<file path="config.mk">
export PLATFORM = sky130hd
export DESIGN_NAME = display_scan_controller_flat
export DESIGN_NICKNAME = d
export VERILOG_FILES = /design/src/rtl/display_scan_controller_if.sv /design/src/rtl/display_scan_controller.sv /design/src/flat_wrapper.sv
export SDC_FILE = /design/constraint.sdc
export NUM_CORES = 1
export LEC_CHECK = 0
export CAP_MARGIN = 10
export CORE_MARGIN = 4
export CORE_UTILIZATION = 50
export DETAILED_ROUTE_END_ITERATION = 16
export GPL_ROUTABILITY_DRIVEN = 0
export HOLD_SLACK_MARGIN = 0.03
export PLACE_DENSITY = 0.76
export SLEW_MARGIN = 40
export SYNTH_ARGS = -nofsm -noshare
export SYNTH_HDL_FRONTEND = slang
export SYNTH_SLANG_ARGS = --single-unit
</file>
<file path="constraint.sdc">
create_clock -name clk -period 2.6 [get_ports clk]
set_input_delay 0.52 -clock clk [delete_from_list [all_inputs] [get_ports clk]]
set_output_delay 0.52 -clock clk [all_outputs]
set_load 0.02 [all_outputs]
</file>
<file path="src/rtl/display_scan_controller_if.sv">
// Bundle of the scan controller's control inputs and display-side outputs.
// The controller takes the slave modport; the source and display side take the master modport.
interface display_scan_controller_if #(
  parameter int NUM_DIGITS = 4,
  parameter int CODE_W     = 4
);
  localparam int IDX_W = $clog2(NUM_DIGITS);

  logic                         enable;
  logic                         load;
  logic [NUM_DIGITS*CODE_W-1:0] digits_in;
  logic [CODE_W-1:0]            code_out;
  logic [NUM_DIGITS-1:0]        digit_sel_n;
  logic [IDX_W-1:0]             digit_idx;
  logic                         frame_done;

  modport master (
    output enable, load, digits_in,
    input  code_out, digit_sel_n, digit_idx, frame_done
  );

  modport slave (
    input  enable, load, digits_in,
    output code_out, digit_sel_n, digit_idx, frame_done
  );
endinterface

</file>
<file path="src/rtl/display_scan_controller.sv">
// Multiplexes NUM_DIGITS seven-segment digits over one shared decoder using a shadow code bank.
// Define SCAN_DEADTIME_EN to insert DEAD_CYCLES of all-dark blanking between digits.
module display_scan_controller #(
  parameter int NUM_DIGITS  = 4,
  parameter int CODE_W      = 4,
  parameter int DIV         = 50000,
  parameter int DEAD_CYCLES = 4
) (
  input logic                        clk,
  input logic                        reset,
  display_scan_controller_if.slave   bus
);
  localparam int IDX_W   = $clog2(NUM_DIGITS);
  localparam int CNT_MAX = (DIV > DEAD_CYCLES) ? DIV : DEAD_CYCLES;
  localparam int PW      = $clog2(CNT_MAX);

  typedef enum logic [1:0] {ST_IDLE, ST_SHOW, ST_DEAD} state_t;

  state_t                               state_q, state_d;
  logic [PW-1:0]                        presc_q, presc_d;
  logic [IDX_W-1:0]                     idx_q, idx_d;
  logic [NUM_DIGITS-1:0]                sel_n_q, sel_n_d;
  logic                                 frame_q, frame_d;
  logic [NUM_DIGITS-1:0][CODE_W-1:0]    shadow_q, shadow_d;

  logic             tick, last;
  logic [IDX_W-1:0] nxt_idx;

  function automatic logic [NUM_DIGITS-1:0] sel_for(input logic [IDX_W-1:0] i);
    return ~(NUM_DIGITS'(1) << i);
  endfunction

  assign tick    = (presc_q == PW'(DIV - 1));
  assign last    = (idx_q == IDX_W'(NUM_DIGITS - 1));
  assign nxt_idx = last ? '0 : idx_q + 1'b1;

  always_comb begin
    state_d  = state_q;
    presc_d  = presc_q;
    idx_d    = idx_q;
    sel_n_d  = sel_n_q;
    frame_d  = 1'b0;
    shadow_d = bus.load ? bus.digits_in : shadow_q;

    if (!bus.enable) begin
      state_d = ST_IDLE;
      presc_d = '0;
      idx_d   = '0;
      sel_n_d = '1;
    end else begin
      case (state_q)
        ST_IDLE: begin
          state_d = ST_SHOW;
          presc_d = '0;
          idx_d   = '0;
          sel_n_d = sel_for('0);
        end
        ST_SHOW: begin
          if (tick) begin
            presc_d = '0;
            idx_d   = nxt_idx;
            frame_d = last;
`ifdef SCAN_DEADTIME_EN
            state_d = ST_DEAD;
            sel_n_d = '1;
`else
            sel_n_d = sel_for(nxt_idx);
`endif
          end else begin
            presc_d = presc_q + 1'b1;
          end
        end
`ifdef SCAN_DEADTIME_EN
        // Index already advanced on entry; only the select waits out the blanking.
        ST_DEAD: begin
          if (presc_q == PW'(DEAD_CYCLES - 1)) begin
            state_d = ST_SHOW;
            presc_d = '0;
            sel_n_d = sel_for(idx_q);
          end else begin
            presc_d = presc_q + 1'b1;
          end
        end
`endif
        default: begin
          state_d = ST_IDLE;
          presc_d = '0;
          idx_d   = '0;
          sel_n_d = '1;
        end
      endcase
    end
  end

  always_ff @(posedge clk or posedge reset) begin
    if (reset) begin
      state_q  <= ST_IDLE;
      presc_q  <= '0;
      idx_q    <= '0;
      sel_n_q  <= '1;
      frame_q  <= 1'b0;
      shadow_q <= '0;
    end else begin
      state_q  <= state_d;
      presc_q  <= presc_d;
      idx_q    <= idx_d;
      sel_n_q  <= sel_n_d;
      frame_q  <= frame_d;
      shadow_q <= shadow_d;
    end
  end

  assign bus.code_out    = shadow_q[idx_q];
  assign bus.digit_sel_n = sel_n_q;
  assign bus.digit_idx   = idx_q;
  assign bus.frame_done  = frame_q;
endmodule
</file>
<file path="src/flat_wrapper.sv">
// flat-port wrapper written by rule: the top's interface ports become plain ports
module display_scan_controller_flat 
#(
  parameter int NUM_DIGITS  = 4,
  parameter int CODE_W      = 4,
  parameter int DIV         = 50000,
  parameter int DEAD_CYCLES = 4
)
  (clk, reset, bus_enable, bus_load, bus_digits_in, bus_code_out, bus_digit_sel_n, bus_digit_idx, bus_frame_done);
  display_scan_controller_if #(.NUM_DIGITS(NUM_DIGITS), .CODE_W(CODE_W)) bus_i ();
  input logic clk;
  input logic reset;
  input wire logic [$bits(bus_i.enable)-1:0] bus_enable;
  input wire logic [$bits(bus_i.load)-1:0] bus_load;
  input wire logic [$bits(bus_i.digits_in)-1:0] bus_digits_in;
  output wire logic [$bits(bus_i.code_out)-1:0] bus_code_out;
  output wire logic [$bits(bus_i.digit_sel_n)-1:0] bus_digit_sel_n;
  output wire logic [$bits(bus_i.digit_idx)-1:0] bus_digit_idx;
  output wire logic [$bits(bus_i.frame_done)-1:0] bus_frame_done;
  assign bus_i.enable = bus_enable;
  assign bus_i.load = bus_load;
  assign bus_i.digits_in = bus_digits_in;
  assign bus_code_out = bus_i.code_out;
  assign bus_digit_sel_n = bus_i.digit_sel_n;
  assign bus_digit_idx = bus_i.digit_idx;
  assign bus_frame_done = bus_i.frame_done;
  display_scan_controller #(.NUM_DIGITS(NUM_DIGITS), .CODE_W(CODE_W), .DIV(DIV), .DEAD_CYCLES(DEAD_CYCLES)) u_core (.clk(clk), .reset(reset), .bus(bus_i));
endmodule
</file>
# Word level (Yosys, flattened, before mapping)

Cells that the tools add are included.

$add $sub $neg: 2
Magnitude comparators: 1
Equal/unequal tests: 5
Shift operators: 1
Multiplexer cells: 17
Bitwise gates (word level): 1
Reductions and logical operators: 1

Operator list:

| operator              | count |
|---|---|
| $mux 16               | 3 |
| $add 16x1->16 const B | 1 |
| $eq 16x16->1 const B  | 1 |
| $mux 4                | 3 |
| $mux 2                | 5 |
| $bmux 4 s2            | 1 |
| $pmux 4 s2            | 1 |
| $not 4->4             | 1 |
| $pmux 2 s2            | 1 |
| $shl 1x2->4 const A   | 1 |
| $lt 2x3->1 const B    | 1 |
| $mux 1                | 3 |
| $ne 3x2->1 const B    | 1 |
| $add 2x1->2 const B   | 1 |
| $eq 2x1->1 const B    | 1 |
| $eq 2x2->1 const B    | 1 |
| $logic_not 2->1       | 1 |
| $ne 2x2->1 const B    | 1 |

Bits in registers: 41
Output and inout bits: 11
Logic and storage cells: 37

# Depth between registers and ports, before layout

Gate-level depths: netlist of the first run.

Depth in word-level cells: 7
Mapped depth: 6
Gate-level depth less buffers: 5

# Worst setup path after synthesis of the first run

No wires, ideal clock.

Path type: register to register
Start point: reg u_core.presc_q[5]
End point: reg u_core.idx_q[0] (netlist: u_core.bus.digit_idx[0])
Library setup time: 0.077 ns
Arrival: 1.891 ns
Data required time: 2.523 ns
Path slack: 0.632 ns
Cell stages (with the launch flop): 5
Path buffers: 0
Clock period less this slack: 1.968 ns
Cells stage by stage: dfrtp_1 -> or4bb_1 -> or4_4 -> or3_1 -> a21oi_1

Longest elaborated chain between the ends: 2

RTL lines:

| element                     | line                           | RTL |
|---|---|---|
| start: declaration          | display_scan_controller.sv:20  | `logic [PW-1:0] presc_q, presc_d;` |
| start signal: assignment    | display_scan_controller.sv:105 | `presc_q <= presc_d;` |
| $eq 16x16->1                | display_scan_controller.sv:33  | `assign tick = (presc_q == PW'(DIV - 1));` |
| $ne 3x2->1 (no source line) | --                             |  |
| end signal: assignment      | display_scan_controller.sv:106 | `idx_q <= idx_d;` |
| end: declaration            | display_scan_controller.sv:21  | `logic [IDX_W-1:0] idx_q, idx_d;` |

Every way passes these cells.
A chain may end at the register's enable or synchronous reset.

# Worst setup path after layout of the first run

Start point: reg u_core.idx_q[0] (netlist: u_core.bus.digit_idx[0])
End point: out bus_code_out[0]

Longest elaborated chain between the ends: 2

RTL lines:

| element                      | line                           | RTL |
|---|---|---|
| $bmux 4 s2                   | display_scan_controller.sv:113 | `assign bus.code_out = shadow_q[idx_q];` |
| $mux 4 (implied by the code) | display_scan_controller.sv:113 |  |
| end: declaration             | flat_wrapper.sv:16             | `output wire logic [$bits(bus_i.code_out)-1:0] bus_code_out;` |

Every way passes these cells. The select of a mux whose other input is x is not followed.

==> flow_summary_export.csv, run 1 <==
group,metric,value,unit
clock_tree,cts_made_buffers,5,
synthesis,ys.flop_type,"dfrtp_1",
sta,tightest_slew,0.7050,ns
worst_setup_path,slowest_delay,0.55,ns
routing,via_per_inst,5.325,
cells_and_area,drive_above_1_share,19.15,%
synthesis,synth-seq-cells,40,
sta,timing.fmax,415.1,MHz
status,status,"complete, no violations",
placement,dpl_worst_slack,0.3466,ns
synthesis,synth_enable_flop_cells,0,
routing,drc_errors,0,
synthesis,synthCells,154,
global_route,antenna_found_initial,0,
synthesis,post-synth-top-area-cell,"dfrtp_1",
cells_and_area,num_antenna_cells,0,
synthesis,syn_nets,179,
global_route,grt_pass1_wl,5.416,mm
routing,num_vias,1246,
global_route,globalRouteOverflowTotal,0,
synthesis,seq_area_frac_synth,54.84,%
sta,fin_crit,2.409,ns
sta,fin_crit_sh,92.66,%
synthesis,syn_area,1834,µm²
die,die_w,68.57,µm
worst_setup_path,crit_slowest_cell,"clkdlybuf4s50_1",
clock_tree,ctsRootBufferMaster,"clkbuf_8",
synthesis,synthTopCellsByArea,"dfrtp_1 49%, mux2_2 9.8%, dfstp_2 5.7%, xnor2_1 5.3%, mux4_2 4.9%",
die,dieArea,4702,µm²
die,rows,21,
die,core_region_area,3442,µm²
worst_setup_path,arrival,1.89,ns
routing,drt_wl_total,3.349,mm
synthesis,yosysTopAreaCellShare,49.11,%
cells_and_area,mostFrequentLayoutCells,"35 x dfrtp_1, 30 x clkdlybuf4s50_1, 18 x nor2_1, 16 x mux2_2",
sta,max-slew-margin-rel,52.85,%
global_route,grt_max_degree,41,
sta,setup_viol,0,
clock_tree,cts_tree,"built",
worst_setup_path,crit_path_end_kind,"output port",
worst_hold_path,min-delay-start,"u_core.bus.digit_sel_n[1]",
sta,rsz0062_at_grt,"false",
global_route,grt_pass1_vias,1264,
clock_tree,clk_pin_slew,0.08,ns
worst_setup_path,cp.required,2.08,ns
synthesis,avgSynthCellArea,11.91,µm²
worst_setup_path,worstReg2RegStart,"u_core.presc_q[4]",
placement,hpwlAfterDp,2.405,mm
worst_setup_path,startpoint,"u_core.bus.digit_idx[0]",
placement,numPortBuffers,30,
synthesis,ys_warn_count,0,
die,die_height,68.57,µm
sta,fin_tns_setup,0,ns
run,drv_cap,0,
worst_hold_path,hold_path_class,"reg -> reg",
clock_tree,cts_sinks,40,
routing,dr.pass1.iters,4,
sta,clock-skew-final,0.01038,ns
cells_and_area,syn2layout_area_growth,23.81,%
die,ios,31,
clock_tree,ctsHtreeMaxLevel,2,
cells_and_area,final_common_cell,"dfrtp_1",
sta,hold_viol,0,
synthesis,yosys.cell_types.count,27,
worst_setup_path,critPathKind,"reg -> out",
worst_setup_path,startpoint_type,"flop",
sta,slew_viol_final,0,
die,start_util,53.29,%
worst_setup_path,critPathMaxFanout,10,
cells_and_area,fin_nets,212,
sta,setup_slack,0.1909,ns
routing,drt_iter0_drc,36,
global_route,grt_usage,15.82,%
routing,ant_nets,0,
power,p_leak,0.9192,nW
synthesis,ys_async_sr_fraction,100.0,%
clock_tree,cts_hold_buf,0,
routing,routedWlPerCell,14.31,µm
clock_tree,clock_path_buffers,2,
power,power.density,519.2,nW/µm²
clock_tree,ctsResizeCount,0,
clock_tree,postCtsSetupRepairBufs,0,
power,ir_drop,0.3075,mV
worst_setup_path,worstPathCellList,"mux4_2, clkdlybuf4s50_1",
clock_tree,clock_latency,0.29,ns
report_power, final:
part | internal [W] | switching [W] | total (W)
Sequential | 0.000651 | 0.0000146 | 0.000666
Combinational | 0.0000702 | 0.0000465 | 0.000117
Clock | 0.000187 | 0.000210 | 0.000397
Total | 0.000908 | 0.000271 | 0.00118
cell usage after synthesis, types with 4 or more instances:
library cell and count:
xnor2_1 11, mux2_2 16, nor2_1 18, dfstp_2 4
ha_1 5, nor3_1 4, nor4_1 4, inv_1 6
nand3_1 7, mux4_2 4, dfrtp_1 36, nand2_1 11
nand4_1 4
kinds of logic after synthesis:
family	count (synthesis)	synth area share, %
AOI/OAI and AO/OA	6	2.251
xor gates and xnor gates	14	6.685
adders and majority gates	5	3.411
buffers and inverters	12	2.592
DFF	40	54.84
muxes	20	14.73
and+or+nand+nor	57	15.48
area by class of cell:
cell class,instances,area [µm²]
fillers,260,1171
flip-flops and latches,40,1007
multi-input cells,102,780.7
repair buffers,32,315.3
clock buffers,5,68.82
well taps,46,57.56
inverters,6,22.52
clock inverters,3,18.77
worst paths after layout:
path	endpoint	slack (ns)	depth (start not counted)
setup / recovery	bus_code_out[0]	0.19	2
hold / removal	u_core.bus.digit_sel_n[1]	0.50	2
setup reg to reg	u_core.presc_q[10]	0.39	4
hold reg to reg	u_core.bus.digit_sel_n[1]	0.50	2
max in group asynchronous	u_core.bus.digit_sel_n[2]	1.60	3
min in group asynchronous	u_core.presc_q[2]	0.65	3
critical path: cells and delay by family, from the launching register on:
family | cells | cell delay, ns
buf+inv | 1 | 0.55
mux | 1 | 0.54
flops | 1 | 0.51
registers in the layout, indices dropped and copies added (netlist names):
signal / cells
u_core.bus.digit_idx: 2
u_core.bus.frame_done: 1
u_core.shadow_q: 16
u_core.bus.digit_sel_n: 4
u_core.state_q: 1
u_core.presc_q: 16
per-layer routing:
| layer | wire, µm | global-route usage [%] | up-vias |
|---|---|---|---|
| li1 | - | - | 609 |
| met1 | 1413 | 18.13 | 604 |
| met2 | 1705 | 27.06 | 25 |
| met3 | 168 | 4.538 | 8 |
| met4 | 61 | 7.444 | 0 |
| met5 | 0 | 0 | - |
metrics by stage:
| step | utilization (%) | area [µm²] | cells | hold slack, ns | total power [W] |
|---|---|---|---|---|---|
| 2_1_floorplan | - | 1834 | 154 | 0.4547 | 0.0007388 |
| 6_report | 65.98 | 2271 | 234 | 0.5021 | 0.001179 |
| 5_1_grt | 65.98 | 2271 | 234 | 0.5262 | 0.001239 |
| 3_3_place_gp | 63.40 | 2182 | 226 | 0.4748 | 0.0007904 |
| 4_1_cts | 65.94 | 2270 | 234 | 0.5003 | 0.001194 |
| 3_5_place_dp | 63.40 | 2182 | 226 | 0.4906 | 0.0007966 |
(Power assumes the default switching activity.)
==> run 2: changes to the inputs <==
==> constraint.sdc (replaced) <==
create_clock -name clk -period 2.73 [get_ports clk]
set_input_delay 0.546 -clock clk [delete_from_list [all_inputs] [get_ports clk]]
set_output_delay 0.546 -clock clk [all_outputs]
set_load 0.02 [all_outputs]
==> run 2 against run 1 <==
- sequential power shrank 4.8%
- combinational power is 5% lower
- clock skew down 0.0023 ns
- core utilization grew 0.33 points
- cell area up 0.50%
- first-iteration DRC count increased by 31%
- die area stayed put
- routed wire length up 1.4%
- non-clock buffer count decreased by 1
- critical path depth stayed put
- critical endpoint unchanged
- largest power group unchanged
- highest routed layer unchanged
==> flow_summary_export.csv, run 2 (synthesis results as in run 1) <==
group,metric,value,unit
sta,slew_viol_final,0,
sta,rsz0062_at_grt,"false",
cells_and_area,mostFrequentLayoutCells,"36 x dfrtp_1, 30 x clkdlybuf4s50_1, 18 x nor2_1, 16 x mux2_2",
placement,numPortBuffers,30,
global_route,globalRouteOverflowTotal,0,
routing,via_per_inst,5.361,
cells_and_area,drive_above_1_share,17.65,%
sta,max-slew-margin-rel,54.21,%
clock_tree,clock_latency,0.29,ns
routing,ant_nets,0,
worst_setup_path,critPathMaxFanout,10,
sta,clock-skew-final,0.008044,ns
sta,setup_viol,0,
global_route,grt_max_degree,41,
clock_tree,postCtsSetupRepairBufs,0,
die,die_height,68.57,µm
cells_and_area,final_common_cell,"dfrtp_1",
worst_setup_path,crit_path_end_kind,"output port",
routing,drc_errors,0,
worst_setup_path,cp.required,2.18,ns
routing,num_vias,1249,
clock_tree,ctsRootBufferMaster,"clkbuf_8",
routing,routedWlPerCell,14.58,µm
clock_tree,cts_sinks,40,
global_route,grt_pass1_wl,5.796,mm
die,ios,31,
clock_tree,ctsHtreeMaxLevel,2,
worst_hold_path,hold_path_class,"reg -> reg",
worst_setup_path,startpoint_type,"flop",
global_route,antenna_found_initial,0,
sta,fin_crit,2.535,ns
routing,dr.pass1.iters,4,
power,power.density,531.9,nW/µm²
clock_tree,cts_tree,"built",
power,p_leak,0.9227,nW
worst_setup_path,critPathKind,"reg -> out",
cells_and_area,final_core_util,66.30,%
sta,fin_crit_sh,92.87,%
cells_and_area,fill_cells,263,
global_route,grt_usage,16.87,%
sta,tightest_slew,0.6847,ns
worst_setup_path,arrival,1.99,ns
cells_and_area,num_antenna_cells,0,
sta,timing.fmax,394.4,MHz
die,start_util,53.29,%
die,dieArea,4702,µm²
status,status,"complete, no violations",
sta,hold_viol,0,
cells_and_area,syn2layout_area_growth,24.42,%
routing,drt_iter0_drc,47,
clock_tree,clock_path_buffers,2,
routing,drt_wl_total,3.397,mm
placement,hpwlAfterDp,2.423,mm
sta,hold_slack,0.4995,ns
clock_tree,ctsResizeCount,0,
die,core_region_area,3442,µm²
global_route,grt_pass1_vias,1252,
clock_tree,cts_hold_buf,0,
clock_tree,cts_made_buffers,5,
sta,setup_slack,0.1948,ns
placement,dpl_worst_slack,0.4644,ns
power,ir_drop,0.3245,mV
cells_and_area,fin_nets,211,
die,rows,21,
run,drv_cap,0,
clock_tree,clk_pin_slew,0.08,ns
sta,fin_tns_setup,0,ns
die,die_w,68.57,µm
run 2: routing by layer:
layer | GRT usage, % | vias to the layer above | part of all wire [%] | wire length (µm)
li1 | - | 603 | - | -
met1 | 20.30 | 612 | 43 | 1454
met2 | 28.37 | 32 | 51 | 1732
met3 | 5.835 | 2 | 5.9 | 199
met4 | 5.211 | 0 | 0.32 | 11
met5 | 0 | - | 0 | 0
run 2: path summary, 6_finish.rpt:
check	start	to	slack (ns)	cells after the start
worst max-delay path	u_core.bus.digit_idx[0]	bus_code_out[0]	0.19	2
worst min-delay path	u_core.bus.digit_sel_n[1]	u_core.bus.digit_sel_n[1]	0.50	2
worst max register to register	u_core.presc_q[4]	u_core.presc_q[4]	0.44	4
worst min register to register	u_core.bus.digit_sel_n[1]	u_core.bus.digit_sel_n[1]	0.50	2
max in group asynchronous	reset	u_core.bus.digit_sel_n[0]	1.70	3
min in group asynchronous	reset	u_core.shadow_q[3]	0.67	3
run 2: where the power goes:
| group | switching, W | total (W) | internal (W) |
|---|---|---|---|
| clock | 0.000197 | 0.000468 | 0.000271 |
| sequential | 0.0000139 | 0.000634 | 0.000620 |
| combinational | 0.0000446 | 0.000111 | 0.0000668 |
| total | 0.000256 | 0.00121 | 0.000958 |
run 2: area by class of cell:
class | instances | area (µm²) | share of cell area, %
Clock buffer | 6 | 72.57 | 3.180
Timing Repair Buffer | 31 | 307.8 | 13.49
Sequential cell | 40 | 1006 | 44.08
Clock inverter | 2 | 35.03 | 1.535
Inverter | 6 | 22.52 | 0.9868
Tap cell | 46 | 57.56 | 2.522
Multi-Input combinational cell | 102 | 780.7 | 34.21
run 2: critical path, stage by stage, from the launching register on:
cell and delay [ns]:
dfrtp_1 0.60, mux4_2 0.55, clkdlybuf4s50_1 0.55
run 2: per-stage QoR:
step / cells / area (µm²) / power, W
5_1_grt: 233 / 2282 / 0.001273
6_report: 233 / 2282 / 0.001214
3_3_place_gp: 225 / 2175 / 0.0007531
3_5_place_dp: 225 / 2175 / 0.0007594
4_1_cts: 233 / 2282 / 0.001226
2_1_floorplan: 154 / 1834 / 0.0007036
